## src/rtl/risc_dmem_arbiter.sv

```systemverilog
// 16 x 8 data memory shared by a CPU port and a loader/debug port.
// One access per cycle; contention is resolved by a toggling priority pointer.
module risc_dmem_arbiter #(
  parameter bit CPU_FIRST = 1'b1,
  parameter bit MEM_CLEAR = 1'b1
) (
  input  logic       clk,
  input  logic       rst_n,
  input  logic       cpu_enbl,
  input  logic       cpu_rdwr,
  input  logic [3:0] cpu_addr,
  input  logic [7:0] cpu_wdata,
  output logic [7:0] cpu_rdata,
  output logic       cpu_stall,
  input  logic       ld_req,
  input  logic       ld_rdwr,
  input  logic [3:0] ld_addr,
  input  logic [7:0] ld_wdata,
  output logic       ld_gnt,
  output logic [7:0] ld_rdata,
  output logic       ld_rvld,
  output logic [7:0] stall_cnt
);

  logic [7:0] r_mem [16];
  logic       r_prio;
  logic [7:0] r_cpu_rdata;
  logic [7:0] r_ld_rdata;
  logic       r_ld_rvld;
  logic [7:0] r_stall_cnt;

  logic       w_cpu_win;
  logic       w_ld_win;
  logic       w_wr_en;
  logic [3:0] w_addr;
  logic [7:0] w_wdata;

  // A requester wins alone, or when both ask and the pointer favours it.
  always_comb begin
    w_cpu_win = rst_n & cpu_enbl & (~ld_req | r_prio);
    w_ld_win  = rst_n & ld_req & (~cpu_enbl | ~r_prio);
    w_addr    = w_ld_win ? ld_addr : cpu_addr;
    w_wdata   = w_ld_win ? ld_wdata : cpu_wdata;
    w_wr_en   = (w_cpu_win & ~cpu_rdwr) | (w_ld_win & ~ld_rdwr);
  end

  assign cpu_stall = cpu_enbl & w_ld_win;
  assign ld_gnt    = w_ld_win;

  genvar gi;
  generate
    for (gi = 0; gi < 16; gi++) begin : g_word
      always_ff @(posedge clk) begin
        if (!rst_n) begin
          if (MEM_CLEAR) r_mem[gi] <= 8'h00;
        end else if (w_wr_en && (w_addr == 4'(gi))) begin
          r_mem[gi] <= w_wdata;
        end
      end
    end
  endgenerate

  always_ff @(posedge clk) begin
    if (!rst_n) begin
      r_prio      <= CPU_FIRST;
      r_cpu_rdata <= 8'h00;
      r_ld_rdata  <= 8'h00;
      r_ld_rvld   <= 1'b0;
      r_stall_cnt <= 8'h00;
    end else begin
      // After contention the loser gets priority next time.
      if (cpu_enbl && ld_req) r_prio <= ~w_cpu_win;
      if (w_cpu_win && cpu_rdwr) r_cpu_rdata <= r_mem[cpu_addr];
      if (w_ld_win && ld_rdwr) r_ld_rdata <= r_mem[ld_addr];
      r_ld_rvld <= w_ld_win & ld_rdwr;
      if (cpu_stall && (r_stall_cnt != 8'hFF)) r_stall_cnt <= r_stall_cnt + 8'd1;
    end
  end

  assign cpu_rdata = r_cpu_rdata;
  assign ld_rdata  = r_ld_rdata;
  assign ld_rvld   = r_ld_rvld;
  assign stall_cnt = r_stall_cnt;

endmodule
```

## config.mk

```make
export PLATFORM = sky130hd
export DESIGN_NAME = risc_dmem_arbiter
export DESIGN_NICKNAME = d
export VERILOG_FILES = /design/src/rtl/risc_dmem_arbiter.sv
export SDC_FILE = /design/constraint.sdc
export NUM_CORES = 1
export LEC_CHECK = 0
export ABC_AREA = 1
export BUFFER_PORTS_ARGS = -buffer_cell sky130_fd_sc_hd__buf_2
export CORE_AREA = 2 2 119 208
export DETAILED_ROUTE_END_ITERATION = 8
export DIE_AREA = 0 0 121 210
export PLACE_DENSITY = 0.52
export SYNTH_ARGS = -nofsm -noshare
export SYNTH_HDL_FRONTEND = slang
export SYNTH_SLANG_ARGS = --single-unit
```

## constraint.sdc

```tcl
create_clock -name clk -period 3.55 [get_ports clk]
set_input_delay 0.5325 -clock clk [delete_from_list [all_inputs] [get_ports clk]]
set_output_delay 0.5325 -clock clk [all_outputs]
set_load 0.01 [all_outputs]
```

# Yosys cells after proc, flatten, opt, wreduce, memory -nomap -nowiden
# Memories as Yosys holds them, arrays and structs flattened. A register that Yosys moved wholly into a read port is not among the register bits.
# Cells that the tools add are included.
dict set report word_totals {
  ram_bits 128
  n_memories 1
  romBits 0
  regBits 10
  out_inout_bits 27
  latchBits 0
  elab_cells 144
  inputBits 30
}
dict set report classes {
  magnitude_cmp 0
  n_addsub 1
  multipliers 0
  eq_ne 16
  bitwise_logic 33
  div 0
  shifts 0
  n_mux 67
  reduce_logical 23
}
# name words word_bits read_ports rd_clocked_by_memory_dff write_ports line_no
set mem_list {}
lappend mem_list {r_mem 16 8 2 2 16 25} ;# logic [7:0] r_mem [16];
# operator n
set op_table {}
lappend op_table {{8-bit two-way mux} 17}
lappend op_table {{1-bit two-way mux} 49}
lappend op_table {{4-bit == test (second input constant)} 8}
lappend op_table {{1-bit logical AND} 20}
lappend op_table {{1-bit bitwise OR} 19}
lappend op_table {{4-bit by 3-bit == test with 1-bit output (second input constant)} 4}
lappend op_table {{8-bit by 1-bit adder with 8-bit output (second input constant)} 1}
lappend op_table {{1-bit AND} 8}
lappend op_table {{4-bit by 2-bit == test with 1-bit output (second input constant)} 2}
lappend op_table {{8-bit != test (second input constant)} 1}
lappend op_table {{1-bit inverter} 6}
lappend op_table {{4-bit by 1-bit == test with 1-bit output (second input constant)} 1}
lappend op_table {{4-bit logical NOT} 1}
lappend op_table {{4-bit two-way mux} 1}
lappend op_table {{1-bit logical NOT} 2}

# Logic depth before layout (Yosys ltp)
# Gate-level depths: netlist of the first run.
dict set report logic_depth {
  word_depth 10
  ltp_mapped 10
}

# Least setup slack after synthesis of the first run
# OpenSTA, ideal clock, no wires.
dict set report synth_timing {
  kind {input to register}
  start {input ld_addr[1]}
  end {memory r_mem[14][0] (enable)}
  arrival_ns 2.024
  n_path_buf 1
  cell_stages 7
  path_slack_ns 1.142
  setup_time_ns 0.384
  path_cell_list {clkbuf_1 > inv_2 > o21ai_2 > inv_2 > nor2_2 > nand2_1 > o21ai_0}
}
# item line_no
set synth_lines {}
lappend synth_lines {{start: declaration} 17} ;# input logic [3:0] ld_addr,
lappend synth_lines {{end: declaration} 25}

==> impl_metrics.ini, run 1 <==
[run_status]
status = finished clean

[clocking]
cts_setup_buffers = 0
cts-root-buf = clkbuf_16
htree_levels = 4
clk_pin_slew_worst_paths_ns = 0.06
cts.path.max_buffers = 2
hold_buffers = 0
cts_tree = built
cts_buffers = 17
cts_sinks = 154
clk_latency_ns = 0.44
cts_resized = 0

[sta]
skew_ns = 0.0104
finalSetupTns_ns = 0
fmax_ghz = 0.424
min_period_ns = 2.36
slew_violations = 0
slew_headroom_pct = 47.6
worst_pin_slew_ns = 0.786
finalSetupViolations = 0
fin_ws_ns = 1.19
post-route-period-util_pct = 66.4
timing.hold.ws_ns = 0.388
hold_violations = 0
rsz0062_at_grt = false

[floorplan]
die-height_um = 210
rows = 75
ios = 57
start_util_pct = 37.3
die_width_um = 121
design.core.area_mm2 = 0.0237
dieArea_mm2 = 0.0254

[setup_path]
cp_cell_sequence = buf_2, nand2_1, o21ai_2, inv_2, nor2_2, nand2_1, o21ai_0, buf_4
path_max_fanout = 34
critical_path_class = in2reg
crit_arrival_ns = 2.51
end_kind = flip-flop
cp_common_cell = nand2_1
worstPathRequired_ns = 3.70
r2r-start = r_prio
r2r_end = r_mem[0][0]
slowest_stage = buf_2
max_stage_delay_ns = 0.56
cp-start-kind = primary input
r2r.worst_path.cells = 7
r2r_slack_ns = 1.23

[job]
max_cap_viol_count = 0

[finish]
syn_to_final_growth_pct = 13.9
nets = 1222
final_area_mm2 = 0.0101
diodes = 0
drive_above_1_share_pct = 13.5
seq_area_mm2 = 0.00436
fill_cells = 2477
multiInputGateArea_mm2 = 0.00357
final_core_util_pct = 42.5

[yosys]
syn_inst = 1157
ys_types = 32
yosysWarnings = 0
synth.cell_area_mm2 = 0.00886
synth-async-reset-ratio_pct = 0
synth_edf_count = 128
syn_area_per_cell_um2 = 7.66
syn_nets = 1188
yosysSeqAreaShare_pct = 49.3
synth_flop_cell = edfxtp_1
ys_seq_elements = 154

[routing]
ant_nets = 0
avgRoutedWirePerCell_um = 20.0
num_vias = 7861
totalWireLength_um = 30300
drc = 0
vias_per_cell = 5.20
drtIter0Drc = 654
dr.pass1.iters = 5

[global_route]
antenna_found_initial = 0
grt_pass1_vias = 7711
grt_max_degree = 65
overflow = 0
grt_pass1_wl_um = 45400
grt_use_total_pct = 24.7

[worst_hold_path]
whs_path_depth = 2
min_to = r_prio
hold_path.class = in2reg
hp-start = cpu_enbl

[placed_design]
numPortBuffers = 56
dp_hpwl_um = 21500
place_ws_ns = 0.810
gp_congestion = 0.948
postPlaceCellArea_mm2 = 0.00949

[power_and_ir_drop]
p_leak_nw = 4.57
p_per_area_mw_per_mm2 = 449
ir_drop_mv = 0.416
## Yosys cell counts, types with 3 or more instances
cell type	count	area, um2
o21ai_2	3	26.3
nand2_2	12	75.1
nor3_1	59	295
mux2i_2	4	55.1
nor2_1	70	263
buf_2	21	105
dfxtp_1	26	521
clkbuf_1	48	180
clkinv_1	3	11.3
a21oi_1	7	35.0
inv_2	6	22.5
edfxtp_1	128	3840
o21ai_0	10	50.1
buf_1	4	15.0
o21a_1	17	128
nor3_2	6	60.1
inv_1	158	593
mux2i_1	4	40.0
nor2_2	3	18.8
nand2_1	308	1160
nand3_1	247	1240
## cell families after synthesis
| group | count (synthesis) | share of synthesized area [%] |
|---|---|---|
| XOR/XNOR | 3 | 0.297 |
| buffers and inverters | 242 | 10.7 |
| multiplexers | 8 | 1.07 |
| AND/OR/NAND/NOR | 709 | 35.6 |
| AO/OA/AOI/OAI | 40 | 3.01 |
| flip-flops | 154 | 49.3 |
| adder cells (fa/ha/maj) | 1 | 0.141 |
## layer usage
| layer | track usage [%] | routed length [um] | up-vias |
|---|---|---|---|
| li1 | - | - | 3822 |
| met1 | 26.6 | 11100 | 3702 |
| met2 | 42.9 | 15600 | 251 |
| met3 | 4.33 | 1300 | 86 |
| met4 | 17.4 | 2240 | 0 |
| met5 | 0 | 0 | - |
## layout make-up
class                      instances  area share, %
sequential                       154           43.2
multi-input combinational        761           35.3
inverter                         167           6.21
clock buffer                      25           5.55
timing repair buffer              90           5.43
tap                              308           3.82
clock inverter                     7          0.434
## power by group
| part | total [mW] | internal (mW) | switching (mW) |
|---|---|---|---|
| sequential | 2.06 | 2.03 | 0.0266 |
| clock | 1.82 | 1.10 | 0.725 |
| combinational | 0.653 | 0.176 | 0.477 |
| total | 4.53 | 3.31 | 1.23 |
## layout by cell type (no fill, tap or decap), types with 7 or more instances in the layout
| cell | count |
|---|---|
| clkbuf_16 | 21 |
| a21oi_1 | 7 |
| nor2_1 | 70 |
| nand2_2 | 12 |
| nor3_1 | 59 |
| nand2_1 | 308 |
| inv_1 | 157 |
| inv_2 | 7 |
| o21ai_0 | 10 |
| buf_4 | 33 |
| buf_2 | 56 |
| mux2i_2 | 8 |
| nand3_1 | 247 |
| edfxtp_1 | 128 |
| dfxtp_1 | 26 |
| o21a_1 | 17 |
## stage by stage
stage | std cells | total power, mW
4_1_cts | 1512 | 4.57
3_5_place_dp | 1480 | 2.74
5_1_grt | 1512 | 4.69
3_3_place_gp | 1480 | 2.74
6_report | 1512 | 4.53
2_1_floorplan | 1157 | 2.49
## state kept, by name, summed over array words and instances, names as in the netlist
register,flops
stall_cnt,8
r_prio,1
ld_rvld,1
r_mem,128
ld_rdata,8
cpu_rdata,8
## worst max-delay path, delay by kind of cell
kind,cells,cell delay (ns)
AOI/OAI and AO/OA,2,0.44
buffers and inverters,3,0.84
and+or+nand+nor,3,0.68
## worst max path at each step
stage | start | end | slack, ns | cells after the start
global route | cpu_addr[0] | r_mem[13][1] | 1.09 | 8
finish | cpu_addr[0] | r_mem[5][5] | 1.19 | 8
floorplan | ld_addr[1] | r_mem[14][0] | 1.14 | 7
global placement | cpu_addr[0] | r_mem[5][3] | 0.87 | 8
detailed placement | cpu_addr[0] | r_mem[5][5] | 0.81 | 8
CTS | r_prio | r_mem[0][0] | 1.24 | 7
Power figures use the tool's default switching activity.
==> run 2: changes to the inputs <==
PLACE_DENSITY = 0.54   (was 0.52)
clock period = 2 ns   (was 3.55 ns; I/O delays follow)
==> impl_metrics.ini, run 2 (synthesis gave the netlist of run 1 again) <==
[run_status]
status = finished clean

[finish]
seq_area_mm2 = 0.00436
drive_above_1_share_pct = 17.3
nets = 1274
stdcell_count = 1564
layout_commonest_cell = nand2_1
largest_reg_flops = 128
diodes = 0
final_area_mm2 = 0.0107
multiInputGateArea_mm2 = 0.00357
layout_common_cells = nand2_1 (308), nand3_1 (247), inv_1 (157)
fill_cells = 2382
regMostFlops = r_mem
syn_to_final_growth_pct = 20.4

[setup_path]
path_max_fanout = 9
crit_start = r_prio
worstPathRequired_ns = 2.15
critical_path_class = reg2reg
r2r-start = r_prio
cp-start-kind = flip-flop
crit_arrival_ns = 2.01
end_kind = flip-flop

[routing]
drtIter0Drc = 957
drc = 0
vias_per_cell = 5.22
ant_nets = 0
avgRoutedWirePerCell_um = 20.1
dr.pass1.iters = 6
num_vias = 8161
totalWireLength_um = 31400

[power_and_ir_drop]
p_leak_nw = 4.88
ir_drop_mv = 0.495
p_per_area_mw_per_mm2 = 752

[sta]
worst_pin_slew_ns = 0.508
slew_headroom_pct = 66.1
slew_violations = 0
skew_ns = 0.0137
post-route-period-util_pct = 92.8
rsz0062_at_grt = false
hold_violations = 0
min_period_ns = 1.86
fmax_ghz = 0.539
finalSetupViolations = 0

[clocking]
cts_setup_buffers = 0
cts_sinks = 154
cts-root-buf = clkbuf_16
clk_latency_ns = 0.44
htree_levels = 4
cts.path.max_buffers = 2
clk_pin_slew_worst_paths_ns = 0.06
cts_buffers = 17
cts_resized = 0
cts_tree = built
hold_buffers = 0

[job]
max_cap_viol_count = 0

[global_route]
grt_pass1_vias = 7856
grt_pass1_wl_um = 47200
gr-max-usage-layer = met2
met2_usage_pct = 44.6
antenna_found_initial = 0
overflow = 0
grt_use_total_pct = 25.5
met3_usage_pct = 3.52
grtUsageMet1_pct = 27.5
grt_max_degree = 39

[floorplan]
rows = 75
dieArea_mm2 = 0.0254
die-height_um = 210
die_width_um = 121
ios = 57
start_util_pct = 37.3
design.core.area_mm2 = 0.0237

[placed_design]
numPortBuffers = 56
gp_congestion = 0.988
dp.cells = 1532
postPlaceCellArea_mm2 = 0.0101
dp_hpwl_um = 22600

[worst_hold_path]
hold_path.class = in2reg
hp-start = cpu_enbl
[run 2: cell types whose count changed in the layout (fill, tap and decap cells not counted), sizes merged]
cell / previous run / this run
buf: 90 / 142
clkbuf: 25 / 20
clkinv: 6 / 5
clkinvlp: 0 / 1
inv: 168 / 173
[run 2: cell type report]
| class | instances | area share [%] |
|---|---|---|
| clock buffer | 20 | 4.39 |
| clock inverter | 12 | 0.762 |
| inverter | 167 | 5.87 |
| multi-input combinational | 761 | 33.5 |
| sequential | 154 | 40.9 |
| tap | 308 | 3.61 |
| timing repair buffer | 142 | 11.0 |
[run 2: worst max-delay path, cell delays in order, from the launching register on]
cell and delay [ns]:
dfxtp_1 0.31, nand2_1 0.10, nand3_4 0.16, nand2_1 0.11, o21ai_2 0.07, buf_4 0.14
nor2_1 0.17, nand2_2 0.12, o21ai_2 0.18, buf_4 0.20
[run 2: per-stage QoR]
| step | worst slack, ns | setup TNS [ns] | util, % | hold slack, ns | total power, mW |
|---|---|---|---|---|---|
| global route | 0.0125 | 0 | 44.9 | 0.181 | 8.30 |
| detailed placement | -0.0347 | -0.276 | 42.6 | 0.492 | 5.04 |
| CTS | 0.0909 | 0 | 44.9 | 0.144 | 8.07 |
| floorplan | -0.176 | -2.81 | - | 0.461 | 4.42 |
| finish | 0.144 | 0 | 44.9 | 0.170 | 8.02 |
| global placement | -0.0756 | -0.604 | 42.6 | 0.487 | 5.03 |
[run 2: worst paths after layout]
check	endpoint	slack, ns	cells past startpoint
max reg2reg	r_mem[12][0]	0.14	9
min	r_prio	0.17	2
min reg2reg	stall_cnt[1]	0.50	2
max	r_mem[12][0]	0.14	9
[run 2: layer usage]
metal | up-vias | routed length [um]
met5 | - | 0
met4 | 0 | 2480
met3 | 91 | 1690
met2 | 347 | 16300
met1 | 3800 | 11000
li1 | 3923 | -
[run 2: where the power goes]
group	total, mW	leakage (nW)	internal [mW]	switching (mW)
combinational	1.34	3.09	0.437	0.901
clock	3.03	0.279	1.70	1.33
sequential	3.65	1.51	3.60	0.0441
total	8.02	4.88	5.74	2.28
==> run 3: changes to the inputs <==
GPL_ROUTABILITY_DRIVEN = 0   (was default)
SETUP_SLACK_MARGIN = 0.15   (was default)
==> impl_metrics.ini, run 3 (synthesis gave the netlist of run 1 again) <==
[clocking]
cts-root-buf = clkbuf_16
cts_sinks = 154
clk_latency_ns = 0.45
cts_buffers = 17
clk_pin_slew_worst_paths_ns = 0.06
htree_levels = 4
cts_tree = built
cts.path.max_buffers = 2
hold_buffers = 0

[power_and_ir_drop]
ir_drop_mv = 0.479
p_clk_share_pct = 40.6
p_total_mw = 8.47
swShare_pct = 26.4
p_per_area_mw_per_mm2 = 768
p_int_mw = 6.23
p_comb_share_pct = 16.3
power_switching_mw = 2.24
p_leak_nw = 5.02
seq_power_share_pct = 43.1

[finish]
fill_cells = 2360
syn_to_final_growth_pct = 24.5
regMostFlops = r_mem
layout_common_cells = nand2_1 (301), nand3_1 (247), inv_1 (157)
drive_above_1_share_pct = 18.8
stdcell_count = 1569
largest_reg_flops = 128
nets = 1279
seq_area_mm2 = 0.00437
layout_commonest_cell = nand2_1
diodes = 0
multiInputGateArea_mm2 = 0.00370

[sta]
timing.hold.ws_ns = 0.158
finalSetupViolations = 0
min_period_ns = 1.82
hold_violations = 0
fmax_ghz = 0.550
slew_headroom_pct = 62.7
worst_pin_slew_ns = 0.559
skew_ns = 0.00701
post-route-period-util_pct = 90.9
rsz0062_at_grt = true
slew_violations = 0
fin_ws_ns = 0.183

[global_route]
grt_max_degree = 39
grt_use_total_pct = 24.6
grt_pass1_vias = 8177
grt_pass1_wl_um = 46100
overflow = 0
antenna_found_initial = 0

[routing]
num_vias = 8229
ant_nets = 0
vias_per_cell = 5.24
totalWireLength_um = 30100
avgRoutedWirePerCell_um = 19.2
drc = 0
dr.pass1.iters = 7
drtIter0Drc = 781

[floorplan]
ios = 57
rows = 75
design.core.area_mm2 = 0.0237
die_width_um = 121
start_util_pct = 37.3
die-height_um = 210
dieArea_mm2 = 0.0254

[setup_path]
cp-start-kind = flip-flop
end_kind = flip-flop
slowest_stage = mux2i_4
path_max_fanout = 8
critical-path-top-delay-family = buffers and inverters
cp_cell_sequence = nand2_2, nand3_4, buf_8, buf_6, buf_12, mux2i_4, clkbuf_16, nor3_1
critical_path_class = reg2reg
path_buf_inv = 4
crit_arrival_ns = 2.02
r2r_slack_ns = 0.18
worstPathRequired_ns = 2.20
max_stage_delay_ns = 0.36

[placed_design]
numPortBuffers = 56
dp_hpwl_um = 21300
place_ws_ns = -0.0469
dp.cells = 1532

[run_status]
status = finished clean

[job]
max_cap_viol_count = 0

[worst_hold_path]
hold_path.class = in2reg
## run 3: cell count changes in the layout (fill, tap and decap cells not counted), sizes merged
cell,before,now
inv,173,166
clkbuf,20,25
buf,142,146
clkinv,5,8
bufinv,0,1
clkinvlp,1,0
## run 3: worst paths after layout
check	startpoint	to	cells past startpoint
setup reg to reg	r_prio	r_mem[12][4]	8
setup / recovery	r_prio	r_mem[12][4]	8
hold reg to reg	stall_cnt[3]	stall_cnt[3]	2
hold / removal	cpu_enbl	r_prio	2
## run 3: worst register-to-register path, cell delays in order (launching register included)
cell and delay [ns]:
dfxtp_2 0.33, nand2_2 0.06, nand3_4 0.08, buf_8 0.15, buf_6 0.11, buf_12 0.15
mux2i_4 0.36, clkbuf_16 0.25, nor3_1 0.06
## run 3: power by group through the flow
stage / registers [mW] / clock network, mW / logic (mW)
after CTS: 3.65 / 3.49 / 1.32
after global placement: 3.72 / 0 / 1.29
after floorplan: 3.71 / 0 / 0.715
after global routing: 3.67 / 3.60 / 1.49
final: 3.65 / 3.44 / 1.38
after detailed placement: 3.72 / 0 / 1.30
## run 3: layout make-up
cell class / count / share of cell area (%)
Timing Repair Buffer: 147 / 11.9
Inverter: 167 / 5.68
Tap cell: 308 / 3.49
Multi-Input combinational cell: 761 / 33.5
Sequential cell: 154 / 39.6
Clock inverter: 8 / 0.612
Clock buffer: 24 / 5.25
## run 3: through the flow
step / util [%] / instance area [um2] / setup TNS [ns]
floorplan: - / 8880 / 0
global placement: 42.9 / 10200 / -0.0439
detailed placement: 42.9 / 10200 / -2.65
CTS: 45.9 / 10900 / 0
global route: 46.5 / 11000 / 0
finish: 46.5 / 11000 / 0
## run 3: repair_timing
item                       CTS  global route
gates resized for setup      5            25
setup endpoints to repair   80           253
setup buffers                4             0
gates cloned                 0             1
pin swaps                    1             4
## run 3: layer usage
| metal | track usage (%) | share of wire (%) | vias up |
|---|---|---|---|
| met3 | 3.11 | 4.6 | 97 |
| met1 | 27.1 | 36 | 3885 |
| met2 | 42.2 | 51 | 304 |
| met5 | 0 | 0 | - |
| met4 | 19.4 | 8.3 | 0 |
| li1 | - | - | 3943 |
